<file path="src/rtl/mem_arbiter.sv">
// Round-robin arbiter that shares one memory controller between fetch (F) and data (D) ports.
// One transaction in flight; optional mem_ready timeout enabled by `define MEM_ARB_TIMEOUT_EN.
module mem_arbiter #(
    parameter int ADDR_W  = 8,
    parameter int DATA_W  = 32,
    parameter int TIMEOUT = 16
) (
    input  logic              clk,
    input  logic              reset,
    input  logic              f_req,
    input  logic [ADDR_W-1:0] f_addr,
    output logic [DATA_W-1:0] f_rdata,
    output logic              f_done,
    input  logic              d_req,
    input  logic              d_rw,
    input  logic [ADDR_W-1:0] d_addr,
    input  logic [DATA_W-1:0] d_wdata,
    output logic [DATA_W-1:0] d_rdata,
    output logic              d_done,
    output logic              mem_valid,
    output logic              mem_rw,
    output logic [ADDR_W-1:0] mem_addr,
    output logic [DATA_W-1:0] mem_wdata,
    input  logic [DATA_W-1:0] mem_rdata,
    input  logic              mem_ready,
    output logic              grant,
    output logic              err
);

    typedef enum logic [1:0] {IDLE, BUSY, DONE} state_t;

    state_t              r_state, w_state_nxt;
    logic                r_last_grant, w_last_grant_nxt;
    logic                r_grant, w_grant_nxt;
    logic                r_mem_valid, w_mem_valid_nxt;
    logic                r_mem_rw, w_mem_rw_nxt;
    logic [ADDR_W-1:0]   r_mem_addr, w_mem_addr_nxt;
    logic [DATA_W-1:0]   r_mem_wdata, w_mem_wdata_nxt;
    logic [DATA_W-1:0]   r_f_rdata, w_f_rdata_nxt;
    logic [DATA_W-1:0]   r_d_rdata, w_d_rdata_nxt;
    logic                r_f_done, w_f_done_nxt;
    logic                r_d_done, w_d_done_nxt;
    logic                r_err, w_err_nxt;
    logic                w_pick;
    logic                w_timeout;

    // 0 = F, 1 = D; on a tie the port that did not win last time goes first.
    assign w_pick = (f_req && d_req) ? ~r_last_grant : d_req;

`ifdef MEM_ARB_TIMEOUT_EN
    localparam int CW = (TIMEOUT > 1) ? $clog2(TIMEOUT) : 1;
    logic [CW-1:0] r_cnt;

    always_ff @(posedge clk) begin
        if (reset || r_state != BUSY) r_cnt <= '0;
        else                          r_cnt <= r_cnt + 1'b1;
    end

    assign w_timeout = (r_state == BUSY) && (r_cnt == CW'(TIMEOUT - 1));
`else
    logic w_unused_timeout;
    assign w_unused_timeout = (TIMEOUT > 0);
    assign w_timeout        = 1'b0;
`endif

    always_comb begin
        w_state_nxt      = r_state;
        w_last_grant_nxt = r_last_grant;
        w_grant_nxt      = r_grant;
        w_mem_valid_nxt  = r_mem_valid;
        w_mem_rw_nxt     = r_mem_rw;
        w_mem_addr_nxt   = r_mem_addr;
        w_mem_wdata_nxt  = r_mem_wdata;
        w_f_rdata_nxt    = r_f_rdata;
        w_d_rdata_nxt    = r_d_rdata;
        w_f_done_nxt     = 1'b0;
        w_d_done_nxt     = 1'b0;
        w_err_nxt        = r_err;
        case (r_state)
            IDLE: begin
                if (f_req || d_req) begin
                    w_grant_nxt      = w_pick;
                    w_last_grant_nxt = w_pick;
                    w_mem_valid_nxt  = 1'b1;
                    w_state_nxt      = BUSY;
                    if (w_pick) begin
                        w_mem_rw_nxt    = d_rw;
                        w_mem_addr_nxt  = d_addr;
                        w_mem_wdata_nxt = d_wdata;
                    end else begin
                        w_mem_rw_nxt   = 1'b1;
                        w_mem_addr_nxt = f_addr;
                    end
                end
            end
            BUSY: begin
                // A ready arriving on the timeout edge is a normal completion.
                if (mem_ready || w_timeout) begin
                    w_mem_valid_nxt = 1'b0;
                    w_state_nxt     = DONE;
                    if (r_grant) begin
                        w_d_done_nxt  = 1'b1;
                        w_d_rdata_nxt = mem_ready ? mem_rdata : '1;
                    end else begin
                        w_f_done_nxt  = 1'b1;
                        w_f_rdata_nxt = mem_ready ? mem_rdata : '1;
                    end
                    if (!mem_ready) w_err_nxt = 1'b1;
                end
            end
            DONE:    w_state_nxt = IDLE;
            default: w_state_nxt = IDLE;
        endcase
    end

    always_ff @(posedge clk) begin
        if (reset) begin
            r_state      <= IDLE;
            r_last_grant <= 1'b1;
            r_grant      <= 1'b0;
            r_mem_valid  <= 1'b0;
            r_mem_rw     <= 1'b1;
            r_mem_addr   <= '0;
            r_mem_wdata  <= '0;
            r_f_rdata    <= '0;
            r_d_rdata    <= '0;
            r_f_done     <= 1'b0;
            r_d_done     <= 1'b0;
            r_err        <= 1'b0;
        end else begin
            r_state      <= w_state_nxt;
            r_last_grant <= w_last_grant_nxt;
            r_grant      <= w_grant_nxt;
            r_mem_valid  <= w_mem_valid_nxt;
            r_mem_rw     <= w_mem_rw_nxt;
            r_mem_addr   <= w_mem_addr_nxt;
            r_mem_wdata  <= w_mem_wdata_nxt;
            r_f_rdata    <= w_f_rdata_nxt;
            r_d_rdata    <= w_d_rdata_nxt;
            r_f_done     <= w_f_done_nxt;
            r_d_done     <= w_d_done_nxt;
            r_err        <= w_err_nxt;
        end
    end

    assign f_rdata   = r_f_rdata;
    assign f_done    = r_f_done;
    assign d_rdata   = r_d_rdata;
    assign d_done    = r_d_done;
    assign mem_valid = r_mem_valid;
    assign mem_rw    = r_mem_rw;
    assign mem_addr  = r_mem_addr;
    assign mem_wdata = r_mem_wdata;
    assign grant     = r_grant;
`ifdef MEM_ARB_TIMEOUT_EN
    assign err = r_err;
`else
    assign err = 1'b0;
`endif

endmodule

</file>
<file path="config.mk">
export PLATFORM = sky130hd
export DESIGN_NAME = mem_arbiter
export DESIGN_NICKNAME = d
export VERILOG_FILES = /design/src/rtl/mem_arbiter.sv
export SDC_FILE = /design/constraint.sdc
export NUM_CORES = 1
export LEC_CHECK = 0
export CAP_MARGIN = 20
export CORE_MARGIN = 10
export CORE_UTILIZATION = 45
export CTS_CLUSTER_DIAMETER = 40
export DETAILED_ROUTE_END_ITERATION = 10
export MAX_ROUTING_LAYER = met4
export PLACE_DENSITY = 0.86
export RECOVER_POWER = 25
export REMOVE_ABC_BUFFERS = 1
export SYNTH_ARGS = -nofsm -noshare
export SYNTH_HDL_FRONTEND = slang
export SYNTH_SLANG_ARGS = --single-unit
</file>
<file path="constraint.sdc">
create_clock -name clk -period 2.3 [get_ports clk]
set_clock_uncertainty 0.15 [all_clocks]
set_input_delay 0.69 -clock clk [delete_from_list [all_inputs] [get_ports clk]]
set_output_delay 0.69 -clock clk [all_outputs]
set_load 0.1 [all_outputs]
</file>
# Yosys cells after proc, flatten, opt, wreduce, memory -nomap -nowiden
# Cells that the tools add are included.
[totals]
word_cells = 40
register_bits = 112
output_inout_bits = 110
in_bits = 86
[op_classes]
bitwise_logic = 4
mux = 11
n_reduce_logical = 11
n_eq_ne = 3
[ops]
columns = ["op", "count"]
rows = [
  ["$reduce_and 3->1", 4],
  ["$mux 8", 1],
  ["$mux 1", 6],
  ["$mux 2", 2],
  ["$ne 2x2->1 const B", 2],
  ["$not 1->1", 4],
  ["$pmux 2 s2", 1],
  ["$reduce_and 2->1", 2],
  ["$reduce_or 3->1", 1],
  ["$eq 2x1->1 const B", 1],
  ["$logic_not 2->1", 1],
  ["$pmux 1 s2", 1],
  ["$reduce_bool 2->1", 1],
  ["$logic_and 1x1->1", 1],
  ["$logic_or 1x1->1", 1],
]

# Depth between registers and ports, before layout
# Gate-level depths: netlist of run 1.
[logic_depth]
word_depth = 3
ltp_mapped = 6
ltp_nobuf = 3

# Worst setup path after synthesis of run 1
# OpenSTA, ideal clock, no wires.
[synth_timing]
path_kind = "flip-flop to flip-flop"
start = "reg r_grant (netlist: grant)"
end = "reg r_f_rdata[1] (netlist: f_rdata[1])"
arrival_time_ns = 1.674
required_time_ns = 2.015
slack_ns = 0.341
stages_incl_launch_ff = 6
period_less_slack_ns = 1.959
path_cell_list = "dfxtp_1 > and4bb_2 > buf_2 > buf_4 > nand2_1 > a21oi_1"
[synth_between]
elab_chain_cells = 2
[synth_rtl]
columns = ["item", "line", "text"]
rows = [
  ["start: declaration", "34", "logic r_grant, w_grant_nxt;"],
  ["start signal: assignment", "133", "r_grant <= w_grant_nxt;"],
  ["$not 1->1 (no line)", "n/a", ""],
  ["$reduce_and 3->1 (no line)", "n/a", ""],
  ["end signal: assignment", "138", "r_f_rdata <= w_f_rdata_nxt;"],
  ["end: declaration", "39", "logic [DATA_W-1:0] r_f_rdata, w_f_rdata_nxt;"],
]
# No other way between the ends.
# A chain may end at the register's enable or synchronous reset.

# Final worst setup path of run 1
[layout_timing]
start = "in mem_ready"
end = "reg r_d_rdata[2] (netlist: d_rdata[2])"
[layout_between]
elab_chain_cells = 1
[layout_rtl]
columns = ["item", "line", "text"]
rows = [
  ["start: declaration", "25", "input logic mem_ready,"],
  ["$reduce_and 3->1 (no line)", "n/a", ""],
  ["end signal: assignment", "139", "r_d_rdata <= w_d_rdata_nxt;"],
  ["end: declaration", "40", "logic [DATA_W-1:0] r_d_rdata, w_d_rdata_nxt;"],
]
# No other way between the ends.

==> results of run 1 <==
[cells in the mapped netlist]
library cell / number
a211o_1: 1
a21bo_1: 1
a21boi_0: 1
a21boi_2: 1
a21oi_1: 76
a21oi_2: 30
a22oi_1: 1
a311oi_1: 8
and2_1: 1
and4b_1: 1
and4bb_2: 1
buf_1: 1
buf_12: 1
buf_2: 16
buf_4: 5
buf_6: 3
clkbuf_1: 25
conb_1: 1
dfxtp_1: 112
nand2_1: 136
nand2_2: 10
nand3_1: 32
nand3b_1: 1
nand4b_2: 1
nand4bb_1: 1
nor2_1: 5
nor2_2: 1
nor3_1: 1
o21ba_2: 1
o31ai_1: 32
or2_1: 1
or3b_2: 1
[layout make-up]
type	count	area (um^2)
flip-flops and latches	112	2242
well taps	129	161.4
clock buffers	10	127.6
multi-input cells	346	1846
fillers	613	2367
repair buffers	208	2534
clock inverters	6	50.05
[routing by layer]
metal	vias to the layer above	GRT usage, %	share of wire (%)	wire length, um
met5	-	-	0	0
met1	2081	25.70	39	6319
li1	2077	-	-	-
met4	0	5.267	1.0	168
met3	12	7.377	9.3	1517
met2	242	38.46	51	8333
[kinds of logic after synthesis]
kind of cell / synth area share [%]
buffers and inverters: 6.164
AO/OA/AOI/OAI: 23.11
flip-flops: 51.38
AND/OR/NAND/NOR: 19.27
other: 0.08593
[worst max path at each step]
stage                                       start                         end  slack, ps  depth (start not counted)
after CTS                      grant$_SDFFE_PP0P_                       grant        360                          1
after global placement                      d_req   mem_wdata[2]$_SDFFE_PP0P_        120                          5
after floorplan           r_state[0]$_SDFFE_PP0P_     f_rdata[0]$_SDFFE_PP0P_       -190                          3
final                                   mem_ready     d_rdata[2]$_SDFFE_PP0P_        250                          5
after global routing                    mem_ready     d_rdata[2]$_SDFFE_PP0P_        160                          5
after detailed placement                    d_req  mem_wdata[28]$_SDFFE_PP0P_         -5                          5
[power by group]
part | leakage (nW) | internal (mW) | total [mW] | switching, mW
sequential | 0.911 | 2.03 | 2.12 | 0.0917
clock | 0.0892 | 0.412 | 1.09 | 0.679
combinational | 1.59 | 0.474 | 1.44 | 0.962
[registers in the layout (all words and copies together), names as in the netlist]
register      count
f_done            1
f_rdata          32
mem_addr          8
d_rdata          32
mem_rw            1
r_state           2
d_done            1
mem_valid         1
grant             1
mem_wdata        32
r_last_grant      1
[layout by cell type, fill, tap and decap left out, types with 8 or more instances in the layout]
master / n
a21oi_1: 78
a21oi_2: 28
a311oi_1: 8
buf_12: 70
buf_4: 9
clkbuf_2: 44
clkbuf_8: 9
clkdlybuf4s50_1: 82
dfxtp_1: 112
nand2_1: 136
nand2_2: 10
nand3_1: 32
o31ai_1: 32
[worst min-delay path, stage by stage (launching register included)]
cell,delay (ps)
dfxtp_1,320
nand2_1,50
a21oi_1,50
==> metrics, run 1 <==
GPL Wtd Cong 0.8371; cell count of the worst reg-to-reg path 4; dpl cells between 700 and 800; CTS Buf Count 9; Power Total ~4.6 mW; Fin. Hold Viols 0; area leader, netlist dfxtp_1; vias in the first global route 4441; status complete, no violations; min cycle time layout 2049 ps; Worst setup EP type flip-flop; Worst Hold End f_rdata[7]$_SDFFE_PP0P_; Seq/Total Area, Yosys 51.38%; Root Buffer clkbuf_8; CP Cell Sequence dlygate4sd3_1, and4b_1, clkbuf_1, nand2_1, a21oi_2; final cell count without fillers 811; relative slew slack between 60% and 70%; Final setup viols 0; Slew Limit Fails 0; worst slew pin tran 579.1 ps; CTS Hold Bufs 0; worst flop-to-flop path endpoint mem_addr[2]$_SDFFE_PP0P_; Hold Crit Class reg2reg; Peak supply drop 0.4773 mV; Max clock buf depth 2; Worst Hold Depth 2; Mapped Cells 509; post-DP HPWL 12270 um; final core utilization 74.62%; max-cap viol count 0; library cells used by synthesis 32; CP Buf/Inv Count 2; CP max-delay cell dlygate4sd3_1; Synth Register Bits 112; CP top delay family buffers and inverters; cell area after layout 6960 um^2; pwr/cell area 668.0 nW/um^2; chip height 118.5 um; RSZ-0062 raised after global routing no; Worst-Skew Late Latency 370 ps; port bufs 194; worst-path fanout max 6; WL/cell approximately 20 um; CTS tree yes; Nets 763; initial antenna violation count 0; Residual DRC 0; gr usage total between 20 and 25%; critical setup path kind in2reg; synth top area cells dfxtp_1 51%, nand2_1 12%, a21oi_1 8.7%; Core Area 9328 um^2; Setup Buffers After CTS 0; DIE WIDTH around 120 um; Hold Slack 306.1 ps; reg-to-reg startpoint r_state[0]$_SDFFE_PP0P_; ANT cells 0; vias per cell 5.440; routed via count approximately 4400; CTS H-Tree Depth 3; post-CTS resize count 0; first-pass GRT wire length 25220 um; total length of routed wires 16340 um; Hold Crit Start f_rdata[7]$_SDFFE_PP0P_; total grt overflow 0; ANT nets after route 0; crit path DAT ~2200 ps; critical path required time 2450 ps; total leakage power 2.593 nW; final setup TNS 0 ps; maximum clock frequency 488.0 MHz; Worst setup SP type input pin; Starting Density 46.79%; die area between 10000 and 15000 um^2; CP peak stage delay 660 ps; Layout area overhead 59.49%; setup slack, reg-to-reg 680 ps; Mean Syn Cell Area ~8.6 um^2; YS warnings 0; Post-Synthesis Cell Area between 4000 and 5000 um^2; share of cells above drive strength 1 26.54%; largest net degree at the start of global routing 47; post-route setup slack 250.7 ps; Worst-path clk slew 100 ps; drt first pass iters 5; num ports 196; pre-CTS setup slack -5.128 ps; Final Cycle Share 89.10%; First DRT Iteration DRCs 322; clk sinks 112; Cell Area, Placed 7455 um^2; row count 35; top cell type's share of synthesized area ~51%
(Power assumes the default switching activity.)
==> run 2: changes to the inputs <==
--- a/config.mk
+++ b/config.mk
@@ -7,11 +7,11 @@
 export LEC_CHECK = 0
 export CAP_MARGIN = 20
 export CORE_MARGIN = 10
-export CORE_UTILIZATION = 45
+export CORE_UTILIZATION = 40
 export CTS_CLUSTER_DIAMETER = 40
 export DETAILED_ROUTE_END_ITERATION = 10
 export MAX_ROUTING_LAYER = met4
-export PLACE_DENSITY = 0.86
+export PLACE_DENSITY = 0.77
 export RECOVER_POWER = 25
 export REMOVE_ABC_BUFFERS = 1
 export SYNTH_ARGS = -nofsm -noshare
==> metrics, run 2 (synthesized netlist as in run 1, its figures left out) <==
Comb power frac 29.8% (-1.1 points); min cycle time layout 2076 ps (+26.34 ps); Slew Limit Fails 0 (unchanged); Hold Crit Start f_rdata[21]$_SDFFE_PP0P_; routed via count 4319 (-2.1%); port bufs 194 (unchanged); drt first pass iters 4 (-1); vias in the first global route 4377 (-1.4%); worst slew pin tran 618.5 ps (+39.35 ps); commonest non-fill, non-tap cell in the layout nand2_1; RSZ-0062 raised after global routing no; total leakage power 2.634 nW (+1.6%); CTS Hold Bufs 0 (unchanged); Worst-path clk slew 100 ps (about the same); initial antenna violation count 0 (unchanged); ANT nets after route 0 (unchanged); maximum clock frequency 481.8 MHz (-1.3%); worst-path fanout max 2 (-4); Worst-Skew Late Latency 380 ps (about the same); CP Buf/Inv Count 1 (-1); final setup TNS 0 ps (unchanged); Root Buffer clkbuf_8; Hold Crit Class reg2reg; Setup Buffers After CTS 0 (unchanged); Nets 763 (unchanged); reg-to-reg startpoint r_state[0]$_SDFFE_PP0P_; CP max-delay cell clkbuf_2; post-DP HPWL 11470 um (-6.5%); Cell Area, Placed 7487 um^2 (+0.44%); Layout area overhead 63.02%; total length of routed wires 15700 um (-3.9%); crit path DAT 1240 ps (-950 ps); CP Cell Sequence clkbuf_2; WL/cell 19.08 um (-5.3%); Max clock buf depth 2 (unchanged); part of the power in registers 43.5% (-2.2 points); first-pass GRT wire length 24670 um (-2.2%); dpl cells 806 (+1.4%); final cell count without fillers 823 (+1.5%); critical path required time 1460 ps (-990 ps); Peak supply drop 0.3869 mV (-19%); max-cap viol count 0 (unchanged); share of cells above drive strength 1 26.98% (+0.44 points); critical setup path kind reg2out; chip height 124.5 um (+5.0%); Worst Hold End f_rdata[21]$_SDFFE_PP0P_; pwr/cell area 684.1 nW/um^2 (+2.4%); met3 Usage GRT 7.234% (-0.14 points); clk sinks 112 (unchanged); Final Cycle Share 90.25% (+1.1 points); Switch Pwr 1.706 mW (-1.5%); post-CTS resize count 0 (unchanged); Worst setup SP type flip-flop; DIE WIDTH 124.5 um (+5.0%); sw frac 35.06% (-2.2 points); vias per cell 5.248 (-3.5%); gr usage total 20.07% (-2.7 points); global route hottest layer met2; Final setup viols 0 (unchanged); relative slew slack 58.94% (-2.6 points); CTS Buf Count 9 (unchanged); Clk pwr share 26.7% (+3.2 points); met2 global-route usage 31.89% (-6.6 points); Fin. Hold Viols 0 (unchanged); largest net degree at the start of global routing 53 (+13%); worst flop-to-flop path endpoint mem_wdata[11]$_SDFFE_PP0P_; Starting Density 40.61% (-6.2 points); First DRT Iteration DRCs 425 (+32%); row count 38 (+8.6%); most frequent cells in the layout 136 x nand2_1, 112 x dfxtp_1, 82 x clkdlybuf4s50_1, 76 x a21oi_1, 76 x buf_12; Residual DRC 0 (unchanged); Worst Hold Depth 2 (unchanged); Power Internal 3.160 mW (+8.4%); cell area after layout 7114 um^2 (+2.2%); GPL Wtd Cong 0.8233 (-1.6%); Worst setup EP type primary output; CTS tree yes; total grt overflow 0 (unchanged); cell count of the worst reg-to-reg path 4 (unchanged); met1 GRT Util 23.18% (-2.5 points); CTS H-Tree Depth 3 (unchanged); status complete, no violations; die area 15490 um^2 (+10%); CP peak stage delay 500 ps (-160 ps); fill count 828 (+35%); setup slack, reg-to-reg 560 ps (-120 ps); Core Area 10750 um^2 (+15%); CP top delay family buffers and inverters; num ports 196 (unchanged)
[run 2: final cells by class]
cell class	count	area (um^2)	share of cell area, %
sequential	112	2242	31.52
clock inverter	3	65.06	0.9145
clock buffer	13	148.9	2.093
antenna	1	2.502	0.03517
timing repair buffer	208	2621	36.84
multi-input combinational	346	1859	26.13
tap	140	175.2	2.462
[run 2: worst register-to-register path, cell delays in order (launching register included)]
cell	delay, ps
dfxtp_1	420
nor2_2	410
buf_4	370
nand3_1	150
a21oi_1	170
[run 2: power groups by stage]
stage / clock network [mW] / registers [mW] / logic (mW)
2_1_floorplan: 0 / 2.76 / 0.211
3_3_place_gp: 0 / 2.17 / 1.51
3_5_place_dp: 0 / 2.18 / 1.54
4_1_cts: 1.32 / 2.13 / 1.54
5_1_grt: 1.41 / 2.13 / 1.51
6_report: 1.30 / 2.12 / 1.45
[run 2: worst max path at each step]
stage                          endpoint                     start  cells past startpoint
2_1_floorplan   f_rdata[0]$_SDFFE_PP0P_   r_state[0]$_SDFFE_PP0P_                      3
3_3_place_gp   mem_addr[0]$_SDFFE_PP0P_                     d_req                      5
3_5_place_dp   mem_addr[0]$_SDFFE_PP0P_                     d_req                      5
4_1_cts                           grant        grant$_SDFFE_PP0P_                      1
5_1_grt        mem_addr[2]$_SDFFE_PP0P_                     f_req                      4
6_report                    d_rdata[19]  d_rdata[19]$_SDFFE_PP0P_                      1
[run 2: per-stage QoR]
step	total power [mW]	worst slack, ps	utilization [%]	hold WS, ps
after global routing	5.050	168.9	66.19	333.8
after floorplan	2.975	-185.1	-	331.1
after CTS	5.001	338.9	71.67	349.2
final	4.867	224.3	66.21	308.8
after detailed placement	3.718	18.30	69.68	335.3
after global placement	3.685	105.4	69.68	329.2
[run 2: per-layer routing]
metal,share of wire [%],vias to the layer above
li1,-,2079
met1,42,2054
met2,48,171
met3,8.4,15
met4,1.5,0
met5,0,-
